[config.mk]
export PLATFORM = sky130hd
export DESIGN_NAME = text_overlay
export DESIGN_NICKNAME = d
export VERILOG_FILES = /design/src/rtl/text_overlay.sv
export SDC_FILE = /design/constraint.sdc
export NUM_CORES = 1
export LEC_CHECK = 0
export CORE_ASPECT_RATIO = 0.6
export CORE_MARGIN = 2
export CORE_UTILIZATION = 50
export CTS_BUF_LIST = sky130_fd_sc_hd__clkbuf_4 sky130_fd_sc_hd__clkbuf_8 sky130_fd_sc_hd__clkbuf_16
export DETAILED_ROUTE_END_ITERATION = 12
export HOLD_SLACK_MARGIN = 0.12
export PLACE_DENSITY_LB_ADDON = 0.1
export REMOVE_ABC_BUFFERS = 1
export SLEW_MARGIN = 20
export SYNTH_ARGS = -nofsm -noshare
export SYNTH_HDL_FRONTEND = slang
export SYNTH_SLANG_ARGS = --single-unit
[constraint.sdc]
create_clock -name clk -period 2.15 [get_ports clk]
set_input_delay 0.3225 -clock clk [delete_from_list [all_inputs] [get_ports clk]]
set_output_delay 0.3225 -clock clk [all_outputs]
set_load 0.02 [all_outputs]
[src/rtl/text_overlay.sv]
// Character-cell text overlay: a 16-slot character buffer rendered into a fixed
// screen box through an external font ROM, two-stage pixel pipeline.
module text_overlay #(
   parameter int ORIGIN_X    = 64,
   parameter int ORIGIN_Y    = 200,
   parameter int SCALE_SHIFT = 2,
   parameter int NUM_CHARS   = 16
) (
   input  logic       clk,
   input  logic       rst,
   input  logic [9:0] pix_x,
   input  logic [9:0] pix_y,
   input  logic       pix_valid,
   input  logic       wr_en,
   input  logic [3:0] wr_addr,
   input  logic [3:0] wr_char,
   input  logic       clear_req,
   output logic [3:0] font_char,
   output logic [2:0] font_row,
   input  logic [7:0] font_bits,
   output logic       text_on,
   output logic       text_valid,
   output logic       busy
);

   localparam int BOX_W = (NUM_CHARS * 8) << SCALE_SHIFT;
   localparam int BOX_H = 8 << SCALE_SHIFT;
   localparam logic [3:0] SPACE = 4'd4;

   typedef enum logic {IDLE, CLEAR} state_t;

   state_t     state, state_nxt;
   logic [3:0] clr_idx, clr_idx_nxt;
   logic [3:0] char_buf [NUM_CHARS];

   logic       in_box;
   logic [3:0] slot;
   logic [2:0] col, row;
   logic       s1_in_box, s1_valid;
   logic [2:0] s1_col;

   // Bounds are compared on the raw coordinates so left/above pixels never wrap into the box.
   always_comb begin
      in_box = pix_valid
            && ({22'd0, pix_x} >= 32'(ORIGIN_X)) && ({22'd0, pix_x} < 32'(ORIGIN_X + BOX_W))
            && ({22'd0, pix_y} >= 32'(ORIGIN_Y)) && ({22'd0, pix_y} < 32'(ORIGIN_Y + BOX_H));
      slot = 4'((pix_x - 10'(ORIGIN_X)) >> (3 + SCALE_SHIFT));
      col  = 3'((pix_x - 10'(ORIGIN_X)) >> SCALE_SHIFT);
      row  = 3'((pix_y - 10'(ORIGIN_Y)) >> SCALE_SHIFT);
   end

   always_comb begin
      state_nxt   = state;
      clr_idx_nxt = clr_idx;
      case (state)
         IDLE: begin
            if (clear_req) begin
               state_nxt   = CLEAR;
               clr_idx_nxt = 4'd0;
            end
         end
         CLEAR: begin
            clr_idx_nxt = clr_idx + 4'd1;
            if (clr_idx == 4'd15) state_nxt = IDLE;
         end
         default: state_nxt = IDLE;
      endcase
   end

   assign busy = (state == CLEAR);

   always_ff @(posedge clk) begin
      if (rst) begin
         state   <= IDLE;
         clr_idx <= 4'd0;
      end else begin
         state   <= state_nxt;
         clr_idx <= clr_idx_nxt;
      end
   end

   // Host writes are locked out while clearing, and lose to a same-cycle clear request.
   always_ff @(posedge clk) begin
      if (rst) begin
         for (int i = 0; i < NUM_CHARS; i++) char_buf[i] <= SPACE;
      end else if (state == CLEAR) begin
         char_buf[clr_idx] <= SPACE;
      end else if (wr_en && !clear_req) begin
         char_buf[wr_addr] <= wr_char;
      end
   end

   always_ff @(posedge clk) begin
      if (rst) begin
         font_char  <= SPACE;
         font_row   <= 3'd0;
         s1_col     <= 3'd0;
         s1_in_box  <= 1'b0;
         s1_valid   <= 1'b0;
         text_on    <= 1'b0;
         text_valid <= 1'b0;
      end else begin
         font_char  <= in_box ? char_buf[slot] : SPACE;
         font_row   <= row;
         s1_col     <= col;
         s1_in_box  <= in_box;
         s1_valid   <= pix_valid;
         text_on    <= s1_in_box & font_bits[3'd7 - s1_col];
         text_valid <= s1_valid;
      end
   end

endmodule

---- Word-level counts from Yosys, hierarchy flattened ----
Memories as Yosys holds them, arrays and structs flattened. A register that Yosys moved wholly into a read port is not among the register bits.
Index checks and enable logic that the tools add are counted.
cells by class
  order comparisons ....................... 5
  add/subtract/negate cells ............... 4
  equal/unequal tests ..................... 2
  reduce and logical (&&, ||, !) cells .... 9
  bitwise operators ....................... 3
  muxes and demuxes ....................... 22
operators with widths
  kind                                                                                  number
  4-bit two-way mux                                                                     5
  1-bit two-way mux                                                                     14
  10-bit by 7-bit greater-or-equal comparator with 1-bit output, second input constant  1
  10-bit by 8-bit greater-or-equal comparator with 1-bit output, second input constant  1
  10-bit less-than comparator, second input constant                                    1
  10-bit by 8-bit less-than comparator with 1-bit output, second input constant         1
  9-bit by 7-bit subtractor with 9-bit output, second input constant                    1
  4-bit one-hot mux with 2 select lines                                                 1
  4-bit OR reduction                                                                    2
  1-bit logical AND                                                                     5
  5-bit by 4-bit subtractor with 5-bit output, second input constant                    1
  4-bit by 1-bit adder with 4-bit output, second input constant                         1
  4-bit == test, second input constant                                                  1
  3-bit by 4-bit less-than comparator with 1-bit output, second input constant          1
  1-bit binary-select mux with 3-bit select                                             1
  3-bit subtractor, first input constant                                                1
  2-bit inequality test, second input constant                                          1
  1-bit inverter                                                                        2
  1-bit one-hot mux with 2 select lines                                                 1
  2-bit OR reduction                                                                    1
  1-bit bitwise AND                                                                     1
  1-bit logical NOT                                                                     1
storage, ports and cells
  bits in registers ....................... 15
  bits in writable memories ............... 64
  bits of input ports ..................... 41
  word-level logic and storage cells ...... 54
  memories ................................ 1
memory list
  memory    words  width  rd ports  clocked after memory_dff  write ports  line  text
  char_buf  16     4      1         1                         16           34    logic [3:0] char_buf [NUM_CHARS];

---- Depth between registers and ports, before layout ----
Gate-level depths: netlist of the first run.
  depth in word-level cells ............... 8
  mapped depth ............................ 8

---- Worst setup path after synthesis of the first run ----
No wires, ideal clock.
  path type ............................... input-to-reg
  from .................................... input port pix_x[6]
  to ...................................... register font_char[3], read port of char_buf
  cell stages on the path ................. 8
  data arrival time ....................... 1.998 ns
  setup time .............................. 0.086 ns
  slack ................................... 0.066 ns
  required time ........................... 2.064 ns
  path buffers ............................ 2
  path through ............................ buf_1 inv_1 ha_1 and2_1 buf_1 a221oi_1 o21ai_0 a211oi_1
between the ends
  word-level cells in the longest chain between the ends .. 7
RTL lines
  element                                                        line  text
  start, declared                                                11    input logic [9:0] pix_x,
  10-bit by 7-bit greater-or-equal comparator with 1-bit output  45    && ({22'd0, pix_x} >= 32'(ORIGIN_X)) && ({22'd0, pix_x} < 32'(ORIGIN_X + BOX_W))
  1-bit logical AND (2 in a row)                                 45
  1-bit logical AND (2 in a row)                                 46    && ({22'd0, pix_y} >= 32'(ORIGIN_Y)) && ({22'd0, pix_y} < 32'(ORIGIN_Y + BOX_H));
  1-bit inverter (no line)                                       -
  2-bit OR reduction (no line)                                   -
  end, declared                                                  18    output logic [3:0] font_char,
Several ways; a longest one is shown, not always the timed one.
A chain may end at the register's enable or synchronous reset.

---- Worst setup path after layout of the first run ----
  from .................................... input port pix_x[6]
  to ...................................... register font_char[0], read port of char_buf
The elaborated chain is that of the path after synthesis.

==> run_results.csv, run 1 <==
group,metric,value,unit
critical_path,crit_cells,7,
route,antenna_left,0,
layout,synthToLayoutAreaGrowth,32.8,%
sta,max_slew.worst_pin.slew,489,ps
critical_path,slowest_stage,"clkdlybuf4s50_1",
global_routing,grt_antenna_before_repair,0,
hold_path,hp-class,"register to register",
placed_design,port_buffers,48,
synth,syn_area,3920,um^2
sta,max-slew-margin-rel,67.3,%
critical_path,reg2reg_slack,150,ps
critical_path,critPathLaunchType,"input pin",
placed_design,dp_slack,-272,ps
sta,hold_slack,431,ps
power_and_ir_drop,power_leakage,1.81,nW
clock_network,cts.clk_slew.worst_paths,60,ps
route,routed_via_density,5.44,
route,dr.pass1.iters,5,
power_and_ir_drop,powerDensity,733,nW/um^2
sta,post-route-period-util,95.8,%
clock_network,htreeDepth,3,
critical_path,ff2ff_path_depth,6,
clock_network,clock-sinks,83,
route,vias,2795,
placed_design,placedCellCount,498,
global_routing,grt_util_all_layers,22.6,%
placed_design,dp_hpwl,6.50,mm
layout,final_util,70.1,%
synth,synthArstFlopShare,0,%
job,maxCapViolations,0,
power_and_ir_drop,ir_drop,414,uV
layout,drive_above_1_share,21.2,%
critical_path,cp.required,2400,ps
critical_path,rr_startpoint,"busy$_SDFF_PP0_",
sta,setup_viol,0,
sta,setup_slack,91.3,ps
layout,fillerInstances,546,
sta,min_period,2060,ps
run_status,status,"complete, no violations",
critical_path,path_delay_family,"compound AO/OA/AOI/OAI gates",
floorplanning,die_width,118,um
critical_path,end_kind,"register",
clock_network,cts-buffers-inserted,9,
critical_path,critical_path_arrival,2310,ps
clock_network,clock_path_buffers,2,
critical_path,startpoint,"pix_x[6]",
clock_network,post_cts_buffers,0,
placed_design,gp_congestion,0.851,
critical_path,r2r_end,"char_buf[13][3]$_SDFFCE_PN0P_",
layout,layoutNonFillerInstCount,514,
floorplanning,dieArea,8580,um^2
floorplanning,core_area,7420,um^2
critical_path,worstPathMaxFanout,6,
synth,avgSynthCellArea,12.6,um^2
floorplanning,pin_count,51,
synth,ys.flop_type,"edfxtp_1",
floorplanning,rows,24,
clock_network,cts-resized-gates,0,
global_routing,grt_max_degree,34,
route,wl_per_cell,17.4,um
synth,yosysUniqueCellTypes,40,
critical_path,crit_end,"font_char[0]$_SDFF_PP0_",
route,first_iter_violations,232,
hold_path,holdPathStages,1,
synth,yosysWarnings,0,
global_routing,grt_pass1_wl,14.3,mm
layout,nNetsFinal,449,
sta,drv_slew,0,
synth,ys_ff_latch,83,
floorplanning,initial_core_util,52.8,%
synth,synth-edff-count,64,
critical_path,cp_num_buf_inv,2,
synth,synth_cells,312,
floorplanning,die_h,72.6,um
clock_network,cts_hold_buf,0,
sta,skew,8.40,ps
global_routing,overflow,0,
sta,hold_viol,0,
critical_path,cp_cell_sequence,"clkdlybuf4s50_1 > inv_1 > ha_1 > nor2b_1 > a221oi_1 > o21ai_0 > a21oi_1",
sta,max_freq,486,MHz
clock_network,clkLatencyLatePin,340,ps
clock_network,cts-root-buf,"clkbuf_16",
route,drc,0,
layout,antennaDiodeCount,0,
critical_path,crit_type,"input pin to register",
synth,yosysSeqAreaShare,58.8,%
sta,fin_setup_tns,0,ps
global_routing,grt_pass1_vias,2718,
clock_network,cts_tree,"built",
route,wl,8.95,mm
critical_path,slowest_delay,580,ps
## flip-flops by register name, summed over array words and instances (netlist names)
| register | count |
|---|---|
| text_on | 1 |
| s1_col | 3 |
| s1_valid | 1 |
| font_char | 4 |
| clr_idx | 4 |
| font_row | 3 |
| text_valid | 1 |
| s1_in_box | 1 |
| busy | 1 |
| char_buf | 64 |
## through the flow
step | cell area (um^2) | total power [mW]
2_1_floorplan | 3840 | 1.99
3_3_place_gp | 4840 | 2.20
3_5_place_dp | 4840 | 2.21
4_1_cts | 5160 | 3.82
5_1_grt | 5200 | 3.93
6_report | 5200 | 3.81
## cell usage after synthesis (3+ instances only)
library cell	instances	area [um^2]
mux2i_1	19	190
ha_1	3	37.5
edfxtp_1	64	1920
dfxtp_1	19	380
nor3_1	4	20.0
nor3b_1	3	22.5
a21oi_1	7	35.0
o21ai_0	4	20.0
mux2i_2	3	41.3
nand4_1	17	106
clkbuf_1	8	30.0
xor2_1	3	26.3
nor2b_1	8	50.1
nor2_1	56	210
nand2_1	8	30.0
a211oi_1	3	22.5
nand2b_1	35	219
mux4_2	10	225
inv_1	4	15.0
a22oi_1	3	22.5
a221oi_1	6	52.6
## placed cells by master, fill, tap and decap left out, types with 3 or more instances in the layout
master | Yosys | final
nand2b_1 | 35 | 35
clkbuf_16 | 0 | 10
a22oi_1 | 3 | 3
xor2_1 | 3 | 3
ha_1 | 3 | 3
edfxtp_1 | 64 | 64
nand2_1 | 8 | 8
clkdlybuf4s50_1 | 0 | 48
a221oi_2 | 0 | 3
nor3_1 | 4 | 4
mux4_2 | 10 | 10
nor2_1 | 56 | 56
inv_1 | 4 | 4
mux2i_1 | 19 | 19
nor3b_1 | 3 | 3
a211oi_1 | 3 | 3
nand4_1 | 17 | 17
a221oi_1 | 6 | 3
a21oi_1 | 7 | 7
o21ai_0 | 4 | 4
nor2b_1 | 8 | 8
mux2i_2 | 3 | 3
dfxtp_1 | 19 | 19
buf_4 | 2 | 46
## report_power, final
| group | internal (mW) | leakage (nW) | switching (mW) | total, mW |
|---|---|---|---|---|
| logic | 0.205 | 0.892 | 0.192 | 0.397 |
| registers | 1.77 | 0.761 | 0.0210 | 1.79 |
| clock network | 1.04 | 0.160 | 0.582 | 1.63 |
| total | 3.02 | 1.81 | 0.795 | 3.81 |
## cell families after synthesis
| family | synth area share (%) |
|---|---|
| multiplexers | 12.6 |
| adder cells (fa/ha/maj) | 0.959 |
| XOR/XNOR | 0.895 |
| AND/OR/NAND/NOR | 19.4 |
| flip-flops | 58.8 |
| AO/OA/AOI/OAI | 5.08 |
| buffers and inverters | 2.30 |
## cell type report
class	count	area, um^2	area share (%)
inverters	4	15.0	0.289
repair buffers	96	866	16.6
well taps	104	130	2.50
clock inverters	3	42.5	0.818
multi-input cells	211	1560	30.0
clock buffers	13	285	5.48
flip-flops and latches	83	2300	44.3
## worst min-delay path by stage
stage / startpoint / to / slack, ps
floorplan: rst / font_row[1]$_SDFF_PP0_ / 390
global placement: s1_valid$_SDFF_PP0_ / text_valid$_SDFF_PP0_ / 420
detailed placement: s1_valid$_SDFF_PP0_ / text_valid$_SDFF_PP0_ / 420
CTS: s1_valid$_SDFF_PP0_ / text_valid$_SDFF_PP0_ / 430
global route: s1_valid$_SDFF_PP0_ / text_valid$_SDFF_PP0_ / 460
finish: s1_valid$_SDFF_PP0_ / text_valid$_SDFF_PP0_ / 430
## worst register-to-register path, cell delays in order, from the launching register on
cell	delay (ps)
dfxtp_1	370
nor4b_4	320
buf_4	210
mux2_2	420
nand4_1	220
buf_4	160
nor2_1	50
## routing by layer
layer / routed length [um] / track usage (%) / up-vias
li1: - / - / 1348
met1: 4230 / 31.5 / 1351
met2: 4160 / 35.3 / 88
met3: 488 / 6.05 / 8
met4: 67 / 6.29 / 0
met5: 0 / 0 / -
No activity file was read; power rests on OpenSTA's default activity.
==> run 2, diff against run 1 <==
Settings changed: SKIP_CTS_REPAIR_TIMING set to 1.
==> results of run 2 <==
No change in the layout: final DEF, timing and power equal those of run 1.
==> run 3, diff against run 2 <==
Settings changed: SKIP_LAST_GASP set to 1.
==> results of run 3 <==
No change in the layout: final DEF, timing and power equal those of run 1.
==> RTL edit 1, RTL diff (settings of run 3) <==
Reset style: asynchronous (`rst`), changed in 3 clocked blocks.
--- a/src/rtl/text_overlay.sv
+++ b/src/rtl/text_overlay.sv
@@ -71,3 +71,3 @@
 
-   always_ff @(posedge clk) begin
+   always_ff @(posedge clk or posedge rst) begin
       if (rst) begin
@@ -82,3 +82,3 @@
    // Host writes are locked out while clearing, and lose to a same-cycle clear request.
-   always_ff @(posedge clk) begin
+   always_ff @(posedge clk or posedge rst) begin
       if (rst) begin
@@ -92,3 +92,3 @@
 
-   always_ff @(posedge clk) begin
+   always_ff @(posedge clk or posedge rst) begin
       if (rst) begin
Function: differs if rst is asserted again (counterexample within 4 cycles, from zero or initial values and one cycle with rst high); with rst held inactive, the same outputs for 4 cycles.
==> RTL edit 1 against run 3 <==
First-iteration DRC count grew 47%. Area after synthesis grew 2.2%. Count of clock-buffer cells in the layout shrank 3. Cell area fell by 2.9%. Critical path depth unchanged. Sequential cell count stayed put. Register-to-register slack better by 0.32 ns. Global-route usage rose by 3.9 points. Final cell count grew 7.6%. Maximum frequency grew 5.8%. Worst setup slack better by 0.11 ns. Routed wire length is 18% higher.
Power is not compared: it rests on default switching activity, and its combinational part moved more than twofold at a synthesized area within 25%.
==> RTL edit 1: results (changes against run 3) <==
global_routing:
  grt_max_degree: 43  # +26%
  grt_first_pass_wirelength_um: 17100  # +19%
  grtUsageTotal_pct: 26.5  # +3.9 points
  vias_in_the_first_global_route: 3185  # +17%
critical_path:
  critPathCapture: "font_char[0]"
  timing.reg2reg.setup_slack_ns: 0.47  # +0.32 ns
  crit_path_max_fanout: 10  # +4
  cp_data_arrival_time_ns: 2.17  # -0.14 ns
  worst_r2r_path_depth: 4  # -2
place:
  place_hpwl_um: 7870  # +21%
  postPlaceCellArea_sq_um: 4700  # -2.8%
  place_worst_setup_slack_ns: -0.137  # +0.135 ns
  dpl.cell_count: 537  # +7.8%
  place_congestion: 0.824  # -3.2%
drt:
  routed_via_density: 5.86  # +7.7%
  first_iter_violations: 341  # +47%
  avgRoutedWirePerCell_um: 19.1  # +9.6%
min_path:
  min_path_type: "in2async"
final_layout:
  final_nets: 487  # +8.5%
  final.fill_count: 637  # +17%
  area_growth_pct: 26.2
  drive_gt1_share_pct: 16.2  # -5.0 points
logic_synthesis:
  synthTopCellsByArea: "sky130_fd_sc_hd__dfrtp_1 (41%), sky130_fd_sc_hd__dfstp_2 (11%), sky130_fd_sc_hd__mux4_2 (7.3%)"
  post_synth_mux_area_share_pct: 11.4  # -1.2 points
  dominant_synthesized_flop_cell: "sky130_fd_sc_hd__dfrtp_1"
  ys_top_cells_by_count: "sky130_fd_sc_hd__dfrtp_1 (66), sky130_fd_sc_hd__nand3_1 (57), sky130_fd_sc_hd__o21ai_0 (53), sky130_fd_sc_hd__nand2_1 (40), sky130_fd_sc_hd__a21oi_1 (32)"
  synth_compound_gate_area_share_pct: 12.3  # +7.3 points
  fraction_of_synthesis_flops_using_an_asynchronous_set_or_reset_pin_pct: 100  # +100 points
  yosysSeqAreaShare_pct: 52.4  # -6.4 points
  synth_adder_area_share_pct: 1.88  # +0.92 points
  synthCells: 384  # +23%
  synth_cell_types: 36  # -10%
sta:
  worst_slew_pin_slew_ns: 0.626  # +0.137 ns
  worst_clock_skew_ns: 0.00846  # +0.0000657 ns
  timing.final.crit_share_pct: 90.5  # -5.3 points
run_status:
  status: "finished clean"
[RTL edit 1: cell families (layout without fill, tap and decap cells)]
kind of cell,count (synthesis),count (layout)
flip-flops,83,83
XOR/XNOR,4,4
adder cells (fa/ha/maj),6,6
AND/OR/NAND/NOR,143,143
multiplexers,21,21
AO/OA/AOI/OAI,94,94
buffers and inverters,33,94
[RTL edit 1: worst min path at each step]
stage / startpoint / endpoint / slack (ns) / depth (start not counted)
6_report: rst / char_buf[33] / 0.31 / 2
5_1_grt: rst / char_buf[35] / 0.35 / 2
4_1_cts: rst / char_buf[1] / 0.33 / 2
3_5_place_dp: s1_valid / text_valid / 0.34 / 0
3_3_place_gp: s1_valid / text_valid / 0.33 / 0
2_1_floorplan: s1_valid / text_valid / 0.33 / 0
[RTL edit 1: final cells by class]
cell class / instances / area share [%]
Inverter: 10 / 0.768
Multi-Input combinational cell: 268 / 34.8
Clock inverter: 6 / 2.21
Timing Repair Buffer: 68 / 13.2
Tap cell: 108 / 2.68
Clock buffer: 10 / 4.73
Sequential cell: 83 / 41.6
[RTL edit 1: metal layers]
metal  track usage [%]  up-vias  share of wire, %
met3              8.39       11               7.9
met2              39.2      110                43
met5                 0        -                 0
li1                  -     1506                 -
met1              38.7     1613                48
met4              6.01        0              0.99
[RTL edit 1: critical path, stage by stage]
cell and delay (ns):
sky130_fd_sc_hd__clkdlybuf4s50_1 0.50, sky130_fd_sc_hd__inv_1 0.05, sky130_fd_sc_hd__ha_1 0.31, sky130_fd_sc_hd__buf_12 0.15, sky130_fd_sc_hd__mux4_2 0.49, sky130_fd_sc_hd__a22oi_1 0.23, sky130_fd_sc_hd__a31oi_1 0.11
==> RTL edit 2, RTL diff (config.mk and constraints of run 3) <==
Made on the original files. Change the parameter `NUM_CHARS` from 16 to 32.
--- a/src/rtl/text_overlay.sv
+++ b/src/rtl/text_overlay.sv
@@ -6,3 +6,3 @@
    parameter int SCALE_SHIFT = 2,
-   parameter int NUM_CHARS   = 16
+   parameter int NUM_CHARS   = 32
 ) (
Check against the original RTL: not equivalent (Yosys sat finds a counterexample within 4 cycles, from zero or initial values and one cycle with rst high).
==> RTL edit 2 against run 3 <==
Sequential cell count did not move. Total power fell by 6.5%. Final cell count fell by 0.39%. Worst setup slack got worse by 0.029 ns. Routed wire length fell by 0.64%. Critical path depth did not move. Cell area fell by 2.2%. Area after synthesis fell by 0.51%. Synthesized cell count rose by 0.32%. Critical endpoint is now font_char[1]. Largest power group unchanged.
==> RTL edit 2: results (changes against run 3) <==
run_status:
  status: "finished clean"
clock_network:
  total_cts_buffers: 9  # unchanged
  clock_latency_ns: 0.33
  worst_setup_hold_path_clk_slew_ns: 0.06  # about the same
  cts_root_buffer: "sky130_fd_sc_hd__clkbuf_16"
  max-clock-path-buffers: 2  # unchanged
  htree_num_levels: 3  # unchanged
global_routing:
  grt_first_pass_wirelength_um: 14300  # -0.24%
  grt_max_degree: 25  # -26%
  antenna_found_initial: 0  # unchanged
  vias_in_the_first_global_route: 2705  # -0.48%
  grtUsageTotal_pct: 22.2  # -0.34 points
drt:
  first_iter_violations: 314  # +35%
  detail_route.first_pass.iterations: 4  # -1
  avgRoutedWirePerCell_um: 17.4  # -0.25%
  vias: 2783  # -0.43%
power:
  peakVddDrop_mv: 0.512  # +23%
  power.leakage_uw: 0.00177  # -2.6%
place:
  dpl.cell_count: 495  # -0.60%
  place_hpwl_um: 6430  # -1.1%
  numPortBuffers: 48  # unchanged
  place_congestion: 0.784  # -7.9%
  postPlaceCellArea_sq_um: 4790  # -0.91%
critical_path:
  cpMaxStageDelayCell: "sky130_fd_sc_hd__a2111oi_0"
  cp_data_arrival_time_ns: 2.31  # about the same
  critPathMaxStageDelay_ns: 0.51  # -0.07 ns
  worstSetupStartpoint: "pix_x[6]"
  crit_path_max_fanout: 6  # unchanged
  reg2reg_from: "busy"
  crit_type: "in2reg"
min_path:
  hold_path_startpoint: "s1_valid"
  min_path_type: "reg2reg"
sta:
  worst_clock_skew_ns: 0.00566  # -0.00274 ns
  slew_headroom_pct: 61.9  # -5.4 points
  drv_slew: 0  # unchanged
logic_synthesis:
  fraction_of_synthesis_flops_using_an_asynchronous_set_or_reset_pin_pct: 0  # unchanged
  yosysSeqAreaShare_pct: 59.1  # +0.30 points
  synth.avg_cell_area_sq_um: 12.4  # -0.83%
  synthesis.yosys.warnings: 0  # unchanged
  ys_top_cells_by_count: "sky130_fd_sc_hd__edfxtp_1 (64), sky130_fd_sc_hd__nor2_1 (62), sky130_fd_sc_hd__nand2b_1 (34), sky130_fd_sc_hd__dfxtp_1 (19), sky130_fd_sc_hd__nand4_1 (17)"
  synth_cell_types: 42  # +5.0%
  synth_edf_count: 64  # unchanged
  synthTopCellsByArea: "sky130_fd_sc_hd__edfxtp_1 (49%), sky130_fd_sc_hd__dfxtp_1 (9.8%), sky130_fd_sc_hd__nor2_1 (6.0%)"
final_layout:
  layout.cells.non_filler: 512  # -0.39%
  final_nets: 447  # -0.45%
  reg_top3: "char_buf (64), clr_idx (4), font_char (4)"
  drive_gt1_share_pct: 20.3  # -0.88 points
  diodes: 0  # unchanged
  final.fill_count: 589  # +7.9%
-- RTL edit 2: metal layers --
layer  track usage, %  up-vias  part of all wire [%]
li1                 -     1339                     -
met1             33.0     1344                    49
met2             32.4       93                    43
met3             6.21        7                   7.5
met4             5.76        0                  0.78
met5                0        -                     0
-- RTL edit 2: critical path, delay by kind of cell --
kind / cells / cell delay [ns]
buf+inv: 3 / 0.72
fa+ha+maj: 1 / 0.37
simple gates: 1 / 0.21
compound gates: 2 / 0.68
-- RTL edit 2: logic make-up (layout without fill, tap and decap cells) --
| group | after synthesis | count (layout) | synth area share (%) |
|---|---|---|---|
| AO/OA/AOI/OAI | 26 | 26 | 5.07 |
| AND/OR/NAND/NOR | 148 | 148 | 19.9 |
| XOR/XNOR | 4 | 4 | 0.899 |
| adder cells (fa/ha/maj) | 3 | 3 | 0.963 |
| multiplexers | 31 | 31 | 11.9 |
| flip-flops | 83 | 83 | 59.1 |
| buffers and inverters | 18 | 113 | 2.15 |
-- RTL edit 2: metrics by stage --
step           worst slack (ns)  power (uW)
2_1_floorplan            -0.451        2000
3_3_place_gp             -0.306        2200
3_5_place_dp             -0.314        2210
4_1_cts                  0.0241        3580
5_1_grt                 0.00253        3680
6_report                 0.0619        3570
-- RTL edit 2: layout make-up --
cell class,instances,area [sq um],share of cell area (%)
Timing Repair Buffer,93,847,16.6
Inverter,4,15.0,0.295
Tap cell,104,130,2.56
Clock buffer,12,248,4.87
Multi-Input combinational cell,212,1530,30.0
Clock inverter,4,20.0,0.393
Sequential cell,83,2300,45.2
-- RTL edit 2: final timing paths --
kind / to / slack (ns) / cells past startpoint
max reg2reg: char_buf[10][3] / 0.17 / 7
min reg2reg: text_valid / 0.46 / 1
min: text_valid / 0.46 / 1
max: font_char[1] / 0.06 / 7
-- RTL edit 2: where the power goes --
group          switching, uW  total (uW)  internal (uW)
Sequential              20.4        1790           1770
Combinational            189         395            206
Clock                    572        1380            810
